==> src/rtl/ucode_loader.sv <==
// ucode_loader: packs a 32-bit host word stream into 128-bit microcode
// instructions and writes them into SRAM at base + index, stopping at the
// END opcode (0xFF) and reporting the program length.
// Optional feature macro: UCODE_LOADER_CHECKSUM_EN (XOR checksum of host words).
module ucode_loader #(
  parameter int ADDR_WIDTH      = 16,
  parameter int MAX_LEN_DEFAULT = 1024
) (
  input  logic                  clk,
  input  logic                  rst_n,
  input  logic                  load_start,
  input  logic [ADDR_WIDTH-1:0] load_base_addr,
  input  logic [15:0]           load_max_len,
  input  logic                  ctrl_busy,
  input  logic                  host_valid,
  input  logic [31:0]           host_data,
  input  logic                  host_last,
  output logic                  host_ready,
  output logic                  sram_wr_en,
  output logic [ADDR_WIDTH-1:0] sram_wr_addr,
  output logic [127:0]          sram_wr_data,
  output logic [15:0]           loaded_len,
  output logic                  busy,
  output logic                  done,
  output logic [1:0]            error,
  output logic [31:0]           checksum
);

  typedef enum logic [1:0] {
    S_IDLE    = 2'd0,
    S_COLLECT = 2'd1,
    S_WRITE   = 2'd2,
    S_FINISH  = 2'd3
  } state_t;

  localparam logic [7:0] OP_END = 8'hFF;

  state_t                state_q, state_d;
  logic [ADDR_WIDTH-1:0] base_q, base_d;
  logic [15:0]           limit_q, limit_d;
  logic [15:0]           idx_q, idx_d;
  logic [1:0]            beat_q, beat_d;
  logic [127:0]          inst_q, inst_d;
  logic                  last_q, last_d;
  logic [1:0]            err_q, err_d;
  logic [15:0]           len_q, len_d;
  logic [31:0]           chk_q, chk_d;

  logic xfer;
  assign xfer = host_valid && (state_q == S_COLLECT);

  // Next-state, datapath updates and error flags for the load sequence.
  always_comb begin
    state_d = state_q;
    base_d  = base_q;
    limit_d = limit_q;
    idx_d   = idx_q;
    beat_d  = beat_q;
    inst_d  = inst_q;
    last_d  = last_q;
    err_d   = err_q;
    len_d   = len_q;
    chk_d   = chk_q;
    case (state_q)
      S_IDLE: begin
        if (load_start && !ctrl_busy) begin
          base_d  = load_base_addr;
          limit_d = (load_max_len == 16'd0) ? 16'(MAX_LEN_DEFAULT) : load_max_len;
          idx_d   = 16'd0;
          beat_d  = 2'd0;
          last_d  = 1'b0;
          err_d   = 2'b00;
          chk_d   = 32'd0;
          state_d = S_COLLECT;
        end
      end
      S_COLLECT: begin
        if (xfer) begin
          inst_d[{beat_q, 5'd0} +: 32] = host_data;
          chk_d  = chk_q ^ host_data;
          beat_d = beat_q + 2'd1;
          if (beat_q == 2'd3) begin
            last_d  = host_last;
            state_d = S_WRITE;
          end else if (host_last) begin
            // Program ended mid-instruction: nothing is written for it.
            err_d[1] = 1'b1;
            state_d  = S_FINISH;
          end
        end
      end
      S_WRITE: begin
        idx_d  = idx_q + 16'd1;
        beat_d = 2'd0;
        if (inst_q[7:0] == OP_END) begin
          state_d = S_FINISH;
        end else if (last_q) begin
          err_d[1] = 1'b1;
          state_d  = S_FINISH;
        end else if (({1'b0, idx_q} + 17'd1) == {1'b0, limit_q}) begin
          err_d[0] = 1'b1;
          state_d  = S_FINISH;
        end else begin
          state_d = S_COLLECT;
        end
      end
      S_FINISH: begin
        len_d   = idx_q;
        state_d = S_IDLE;
      end
      default: state_d = S_IDLE;
    endcase
  end

  // Control and status registers; reset aborts any load in progress.
  always_ff @(posedge clk or negedge rst_n) begin
    if (!rst_n) begin
      state_q <= S_IDLE;
      idx_q   <= 16'd0;
      beat_q  <= 2'd0;
      last_q  <= 1'b0;
      err_q   <= 2'b00;
      len_q   <= 16'd0;
    end else begin
      state_q <= state_d;
      idx_q   <= idx_d;
      beat_q  <= beat_d;
      last_q  <= last_d;
      err_q   <= err_d;
      len_q   <= len_d;
    end
  end

  // Data-only registers; their outputs are gated by the write strobe.
  always_ff @(posedge clk) begin
    base_q  <= base_d;
    limit_q <= limit_d;
    inst_q  <= inst_d;
  end

`ifdef UCODE_LOADER_CHECKSUM_EN
  // Running XOR of every accepted host word.
  always_ff @(posedge clk or negedge rst_n) begin
    if (!rst_n) chk_q <= 32'd0;
    else        chk_q <= chk_d;
  end
  assign checksum = chk_q;
`else
  assign chk_q    = 32'd0;
  assign checksum = 32'd0;
`endif

  assign host_ready   = (state_q == S_COLLECT);
  assign busy         = (state_q != S_IDLE);
  assign sram_wr_en   = (state_q == S_WRITE);
  assign sram_wr_addr = sram_wr_en ? (base_q + ADDR_WIDTH'(idx_q)) : '0;
  assign sram_wr_data = sram_wr_en ? inst_q : 128'd0;
  assign done         = (state_q == S_FINISH) && (err_q == 2'b00);
  assign error        = err_q;
  assign loaded_len   = (state_q == S_FINISH) ? idx_q : len_q;

endmodule

==> config.mk <==
export PLATFORM = sky130hd
export DESIGN_NAME = ucode_loader
export DESIGN_NICKNAME = d
export VERILOG_FILES = /design/src/rtl/ucode_loader.sv
export SDC_FILE = /design/constraint.sdc
export NUM_CORES = 1
export LEC_CHECK = 0
export ABC_AREA = 0
export CAP_MARGIN = 10
export CORE_UTILIZATION = 43
export DETAILED_ROUTE_END_ITERATION = 12
export HOLD_SLACK_MARGIN = 0.1
export PLACE_DENSITY = 0.83
export RECOVER_POWER = 25
export SLEW_MARGIN = 20
export SYNTH_ARGS = -nofsm -noshare
export SYNTH_HDL_FRONTEND = slang
export SYNTH_SLANG_ARGS = --single-unit
==> constraint.sdc <==
create_clock -name clk -period 4.6 [get_ports clk]
set_input_delay 0.46 -clock clk [delete_from_list [all_inputs] [get_ports clk]]
set_output_delay 0.46 -clock clk [all_outputs]
set_load 0.005 [all_outputs]
* Yosys cells after proc, flatten, opt, wreduce, memory -nomap -nowiden
Index checks and enable logic that the tools add are counted.
** Storage, ports and cells
- Register bits :: 199
- Logic and storage cells :: 82
- Input port bits :: 70
- Output and inout port bits :: 198
** Operators by class
- Add/sub/neg operators :: 5
- Mux-type cells :: 30
- Equal/unequal tests :: 16
- Reduce and logical (&&, ||, !) cells :: 19
- Shift-type cells :: 2
** Operators by type and width (number)
- $bwmux 128 :: 1
- $mux 128 :: 1
- $shift 32x9->128 const A :: 1
- $shiftx 32x9->128 :: 1
- $mux 16 :: 3
- $pmux 16 s2 :: 1
- $mux 2 :: 10
- $add 16x1->17 const B :: 1
- $eq 17x16->1 :: 1
- $add 16x1->16 const B :: 1
- $add 16x16->16 :: 1
- $logic_not 16->1 :: 1
- $ne 2x2->1 const B :: 5
- $mux 1 :: 9
- $neg 7->9 :: 1
- $eq 8x8->1 const B :: 1
- $ne 2x1->1 const B :: 4
- $pmux 2 s4 :: 1
- $reduce_and 7->1 :: 1
- $eq 2x2->1 const B :: 3
- $pmux 2 s3 :: 1
- $reduce_and 2->1 :: 3
- $reduce_and 3->1 :: 2
- $reduce_bool 2->1 :: 3
- 11 further kinds :: 15

* Logic depth before layout (Yosys ltp)
Gate-level depths: netlist (run 1).
- Depth in word-level cells :: 6
- Gate-level depth with buffers :: 9

* Worst setup path after synthesis (run 1)
Ideal clock, no wire load.
- Kind :: register -> register
- Start point :: reg state_q[1]
- End point :: reg idx_q[10]
- Stages on the path, launching flop included :: 9
- Data required time :: 4458 ps
- Period minus slack after synthesis :: 3206 ps
- Setup time :: 142 ps
- Arrival time :: 3064 ps
- Path slack :: 1394 ps
- Path through :: dfrtp_1 > inv_1 > ha_1 > inv_1 > nor2_1 > a21oi_1 > clkbuf_1 > o21ai_0 > o41ai_1
** Between the ends
- Word-level cells in the longest chain between the ends :: 3
- Elaborated cells on any way between the ends :: 6
- Those cells by class :: eq/ne (2); mux (1); reduce/logical (3)
** Ends and longest elaborated chain
- start: declaration :: RTL line 38 : state_t state_q, state_d;
- start signal: assignment :: RTL line 125 : state_q <= state_d;
- $eq 2x2->1 or $logic_not 2->1 (tied branches) :: RTL line 64 : case (state_q)
- $reduce_bool 2->1 (no source line) or $ne 2x2->1 (tied branches)
- $reduce_and 2->1 (no source line)
- end signal: assignment :: RTL line 126 : idx_q <= idx_d;
- end: declaration :: RTL line 41 : logic [15:0] idx_q, idx_d;
Parallel ways exist; a longest one is shown, timed or not.
A chain may end at the register's enable or synchronous reset.

* Final worst setup path (run 1)
- Start point :: reg idx_q[0]
- End point :: out sram_wr_addr[14]
** Between the ends
- Word-level cells in the longest chain between the ends :: 2
** Ends and longest elaborated chain
- $add 16x16->16 :: RTL line 156 : assign sram_wr_addr = sram_wr_en ? (base_q + ADDR_WIDTH'(idx_q)) : '0;
- $mux 16 :: RTL line 156
- end: declaration :: RTL line 20 : output logic [ADDR_WIDTH-1:0] sram_wr_addr,
No other way between the ends.

==> run_results.csv, run 1 <==
group,metric,value,unit
critical_path,regToRegStartpoint,"beat_q[0]",
critical_path,cp_cell_sequence,"ha_1 > fa_1 > a21oi_1 > o21bai_1 > o21ai_0 > a21boi_0 > o32ai_1 > xor2_1 > nor2_1 > clkdlybuf4s50_1",
clocking,cts_root_buf,"clkbuf_16",
worst_hold_path,hold_start,"len_q[8]",
timing,hold_viol_final,0,
global_route,grt_pass1_wl,40300,µm
pwr,max-vdd-ir-drop,0.274,mV
die,core_area,22800,µm²
synth,synth_top_area_cell,"edfxtp_1",
placed_design,gp_congestion,0.874,
global_route,grt_pass1_vias,7331,
timing,fmax,255,MHz
pwr,switching_share,0.322,
synth,syn-mean-instance-area,11.6,µm²
worst_hold_path,hold_path_end,"len_q[8]",
critical_path,path_buf_inv,1,
timing,slew_headroom,-0.469,
route,drt_iter0_markers,402,
route,ant_nets,0,
die,die_y,155,µm
placed_design,numPlacedInstances,1373,
synth,yosysMostFrequentCell,"and2_1",
layout,fillers,1857,
timing,setup_tns,0,ns
synth,synth_ff_type,"edfxtp_1",
route,vias,7182,
clocking,clkLatencyLatePin,0.44,ns
pwr,pwr-share-clk,0.277,
synth,netlist_instances,870,
critical_path,path_class,"reg2out",
route,firstDrtPassIters,5,
clocking,cts_made_buffers,17,
worst_hold_path,min_path_cells,1,
synth,ys.warnings.count,0,
clocking,cts_tree,"yes",
synth,yosysSeqAreaShare,0.573,
route,drc,0,
pwr,power_frac_seq,0.396,
layout,layout-drive-gt1-share,0.0540,
die,die-width,155,µm
timing,maxSlewViolCount,40,
synth,yosysUniqueCellTypes,62,
synth,synth_seq_cells,199,
outcome,run_status,"finished with violations",
die,rows,55,
critical_path,end_kind,"output pin",
route,routedWlPerCell,18.5,µm
critical_path,worstRegToRegCells,5,
pwr,p_switching,1.88,mW
synth,syn-cell-area,10100,µm²
critical_path,cp_slowest_cell,"clkdlybuf4s50_1",
pwr,cellPowerDensity,442,nW/µm²
synth,synth_top_area_share,0.477,
clocking,cts_setup_buffers,0,
die,start_util,0.441,
timing,rsz0062_at_grt,"no",
layout,final_util,0.580,
route,wl,26000,µm
layout,nets,1177,
pwr,leakage,5.00,nW
clocking,cts_hold_buf,0,
critical_path,worst_ep_required_time,4.14,ns
synth,synth_edf_count,160,
timing,period_share,0.854,
route,vias_per_cell,5.10,
critical_path,critPathTopFamily,"compound AO/OA/AOI/OAI gates",
critical_path,worstPathMaxFanout,7,
synth,ys_top_cells_by_area,"edfxtp_1 (48%), and2_1 (16%), dfrtp_1 (9.7%)",
placed_design,dp_hpwl,17700,µm
critical_path,path_depth,10,
layout,syn2layout_area_growth,31.4,%
timing,skew,0.0157,ns
die,io_pins,268,
layout,final_cell_count_no_fill,1407,
placed_design,port-buffer-count,235,
timing,min_period,3.93,ns
clocking,cts.sinks,199,
pwr,pwr-share-comb,0.327,
run,maxCapViolCount,1,
clocking,cts.path.max_buffers,2,
timing,tightestPinTransition,2.20,ns
critical_path,critPathLaunchType,"flop",
global_route,overflow,0,
global_route,grt_max_degree,104,
global_route,grt_usage,0.221,
clocking,clk_pin_slew,0.08,ns
clocking,htreeDepth,4,
global_route,antenna_found_initial,2,
outcome,violations,"max-capacitance violations, max-slew violations",
critical_path,arrival,3.47,ns
synth,synthArstFlopShare,0.196,
critical_path,reg2reg_to,"inst_q[119]",
synth,synth_commonest_cells,"and2_1 (259), edfxtp_1 (160), clkbuf_1 (49)",
critical_path,max_stage_delay,0.51,ns
pwr,p_int,3.97,mW
die,die_area,24100,µm²
worst_hold_path,hp-class,"reg2reg",
clocking,cts_resized,0,
timing,setup_viol,0,
critical_path,ff2ff_setup_slack,1.84,ns
[through the flow]
step                      worst slack [ns]  cell area (µm²)  power, mW  hold WS [ns]
after floorplan                       1.39            10200       3.31         0.164
after global placement                1.29            12600       4.24         0.481
after detailed placement              1.23            12600       4.29         0.488
after CTS                            0.668            13300       5.93         0.171
after global routing                 0.502            13200       6.14         0.508
final                                0.672            13200       5.85         0.489
[layout by cell type (no fill, tap or decap), drive strengths merged, types with 21 or more instances in the layout]
cell           instances
nand2                 24
clkdlybuf4s50        201
dlygate4sd3           33
dfrtp                 39
o21ai                 36
and2                 261
edfxtp               160
a21oi                 22
clkbuf                21
conb                  32
ha                    27
nor2                  48
[kinds of logic after synthesis]
group,synth area share
xor gates and xnor gates,0.0252
DFF,0.573
AOI/OAI and AO/OA,0.0627
other,0.000372
adders and majority gates,0.0355
muxes,0.0210
and+or+nand+nor,0.232
buffers and inverters,0.0494
[flip-flops by register name, indices dropped and copies added, names as in the netlist]
register,flops
base_q,16
inst_q,128
limit_q,16
len_q,16
last_q,1
error,2
state_q,2
idx_q,16
beat_q,2
[layout make-up]
| class | instances | area, µm² | share of cell area |
|---|---|---|---|
| diodes | 2 | 5.00 | 0.000378 |
| well taps | 313 | 392 | 0.0296 |
| clock inverters | 15 | 234 | 0.0177 |
| flip-flops and latches | 199 | 5780 | 0.437 |
| multi-input cells | 603 | 3940 | 0.298 |
| clock buffers | 17 | 425 | 0.0321 |
| repair buffers | 246 | 2420 | 0.183 |
| inverters | 12 | 45.0 | 0.00340 |
[metal layers]
metal  vias up  track usage  share of wire
li1       3350            -              -
met5         -            0              0
met4         0       0.0787          0.022
met1      3513        0.252           0.38
met3        38       0.0886           0.10
met2       281        0.375           0.50
[power groups by stage]
stage / Combinational [mW] / Clock (mW) / Sequential (mW)
2_1_floorplan: 0.987 / 0 / 2.32
3_3_place_gp: 1.89 / 0 / 2.35
3_5_place_dp: 1.93 / 0 / 2.36
4_1_cts: 1.96 / 1.65 / 2.32
5_1_grt: 2.09 / 1.71 / 2.34
6_report: 1.91 / 1.62 / 2.32
[worst max-delay path by stage]
| stage | slack (ns) | start | to |
|---|---|---|---|
| after global routing | 0.50 | idx_q[0] | sram_wr_addr[14] |
| after global placement | 1.29 | idx_q[0] | sram_wr_addr[14] |
| after detailed placement | 1.23 | idx_q[0] | sram_wr_addr[14] |
| after CTS | 0.67 | idx_q[0] | sram_wr_addr[14] |
| after floorplan | 1.39 | state_q[1] | idx_q[10] |
| final | 0.67 | idx_q[0] | sram_wr_addr[14] |
(Power assumes the default switching activity.)
==> run 2, diff against run 1 <==
Settings changed: ABC_AREA 0 to unset, SLEW_MARGIN 20 to unset.
==> run_results.csv, run 2 (synthesis results as in run 1) <==
group,metric,value,unit
outcome,run_status,"finished with violations",
outcome,violations,"max-capacitance violations, max-slew violations",
worst_hold_path,hold_start,"len_q[8]",
layout,layout-drive-gt1-share,0.0522,
clocking,cts.sinks,199,
critical_path,worstSetupStartpoint,"state_q[1]",
die,start_util,0.441,
pwr,max-vdd-ir-drop,0.270,mV
critical_path,end_kind,"flop",
layout,layout_commonest_cell,"and2_1",
layout,fin_area,13200,µm²
placed_design,numPlacedInstances,1373,
critical_path,path_class,"reg2reg",
global_route,grt_use_met1,0.247,
timing,min_period,3.96,ns
timing,rsz0062_at_grt,"no",
route,firstDrtPassIters,4,
timing,setup_slack,0.635,ns
die,core_area,22800,µm²
global_route,antenna_found_initial,1,
placed_design,placed_area,12600,µm²
timing,fmax,252,MHz
pwr,pwr-share-comb,0.328,
critical_path,crit_path_end,"idx_q[12]",
route,routedWlPerCell,18.3,µm
die,die_y,155,µm
critical_path,max_stage_delay,1.43,ns
placed_design,port-buffer-count,235,
critical_path,worstRegToRegCells,8,
global_route,grtUsageMet2,0.373,
layout,nets,1177,
die,io_pins,268,
global_route,busiest_layer,"met2",
clocking,cts_tree,"yes",
global_route,grt_max_degree,104,
clocking,cts_hold_buf,0,
timing,slew_headroom,-0.488,
global_route,grt_pass1_wl,39800,µm
layout,mostFrequentLayoutCells,"and2_1 (252), clkdlybuf4s50_1 (201), edfxtp_1 (160)",
route,vias_per_cell,5.08,
worst_hold_path,hp-class,"reg2reg",
timing,maxSlewViolCount,74,
global_route,grt_pass1_vias,7239,
clocking,cts_made_buffers,17,
placed_design,place_ws,1.23,ns
pwr,cellPowerDensity,438,nW/µm²
critical_path,cp_slowest_cell,"clkbuf_1",
placed_design,dp_hpwl,17700,µm
route,drt_iter0_markers,401,
critical_path,ff2ff_setup_slack,0.64,ns
clocking,cts_root_buf,"clkbuf_16",
timing,tightestPinTransition,2.23,ns
die,die_area,24100,µm²
critical_path,reg2reg_to,"idx_q[12]",
route,ant_nets,0,
clocking,htreeDepth,4,
pwr,power_frac_seq,0.401,
critical_path,worst_ep_required_time,4.91,ns
critical_path,worstPathMaxFanout,33,
clocking,clkLatencyLatePin,0.45,ns
global_route,overflow,0,
clocking,cts.path.max_buffers,2,
critical_path,regToRegStartpoint,"state_q[1]",
clocking,clk_pin_slew,0.08,ns
layout,final_util,0.578,
layout,syn2layout_area_growth,31.1,%
pwr,p_int,3.91,mW
timing,setup_tns,0,ns
pwr,switching_share,0.324,
route,wl,25700,µm
layout,final_cell_count_no_fill,1406,
global_route,grt_usage,0.220,
critical_path,critPathLaunchType,"flop",
timing,setup_viol,0,
layout,top_register,"inst_q",
placed_design,gp_congestion,0.874,
critical_path,cp_cell_sequence,"inv_1 > ha_1 > inv_1 > nor2_2 > clkbuf_1 > a21oi_1 > o21ai_0 > o31ai_1",
layout,largest_reg_flops,128,
pwr,p_switching,1.88,mW
clocking,cts_resized,0,
run,maxCapViolCount,2,
timing,period_share,0.862,
route,drc,0,
critical_path,arrival,4.28,ns
clocking,cts_setup_buffers,0,
timing,hold_viol_final,0,
pwr,pwr-share-clk,0.271,
critical_path,path_common_cell,"inv_1",
route,vias,7140,
die,rows,55,
pwr,leakage,5.00,nW
die,die-width,155,µm
global_route,grt.met3_usage,0.0905,
timing,skew,0.0156,ns
[run 2: routing by layer]
| layer | up-vias | share of wire |
|---|---|---|
| met3 | 39 | 0.11 |
| met5 | - | 0 |
| met4 | 0 | 0.024 |
| met1 | 3459 | 0.38 |
| li1 | 3347 | - |
| met2 | 295 | 0.49 |
[run 2: final cells by class]
cell class	instances	area, µm²
Antenna cell	1	2.50
Fill cell	1884	9630
Tap cell	313	392
Multi-Input combinational cell	603	3950
Sequential cell	199	5780
Clock buffer	17	425
Inverter	12	45.0
Clock inverter	15	209
Timing Repair Buffer	246	2410
[run 2: worst min-delay path by stage]
stage               cells past startpoint  slack, ns         to
floorplan                               0       0.16  beat_q[0]
global placement                        1       0.48   len_q[5]
detailed placement                      1       0.49   len_q[8]
CTS                                     1       0.16  len_q[13]
global route                            1       0.51   len_q[1]
finish                                  1       0.49   len_q[8]
[run 2: critical path: cells and delay by family, from the launching register on]
kind | cells | cell delay [ns]
DFF | 1 | 0.45
buffers and inverters | 3 | 1.74
adders and majority gates | 1 | 0.29
and+or+nand+nor | 1 | 0.11
AOI/OAI and AO/OA | 3 | 1.24
[run 2: stage by stage]
step	power [mW]	hold slack [ns]
after CTS	5.87	0.164
after global placement	4.24	0.481
after detailed placement	4.29	0.488
after global routing	6.08	0.508
after floorplan	3.31	0.164
final	5.79	0.490
[run 2: power groups by stage]
stage	clock network, mW	logic [mW]	registers, mW
after global placement	0	1.89	2.35
after global routing	1.65	2.09	2.34
after detailed placement	0	1.93	2.36
after CTS	1.59	1.95	2.32
final	1.57	1.90	2.32
after floorplan	0	0.987	2.32
==> run 3, diff against run 2 <==
Settings changed: CTS_CLUSTER_DIAMETER set to 100.
==> results of run 3 <==
The final DEF is identical to that of run 2; final timing and power are the same.
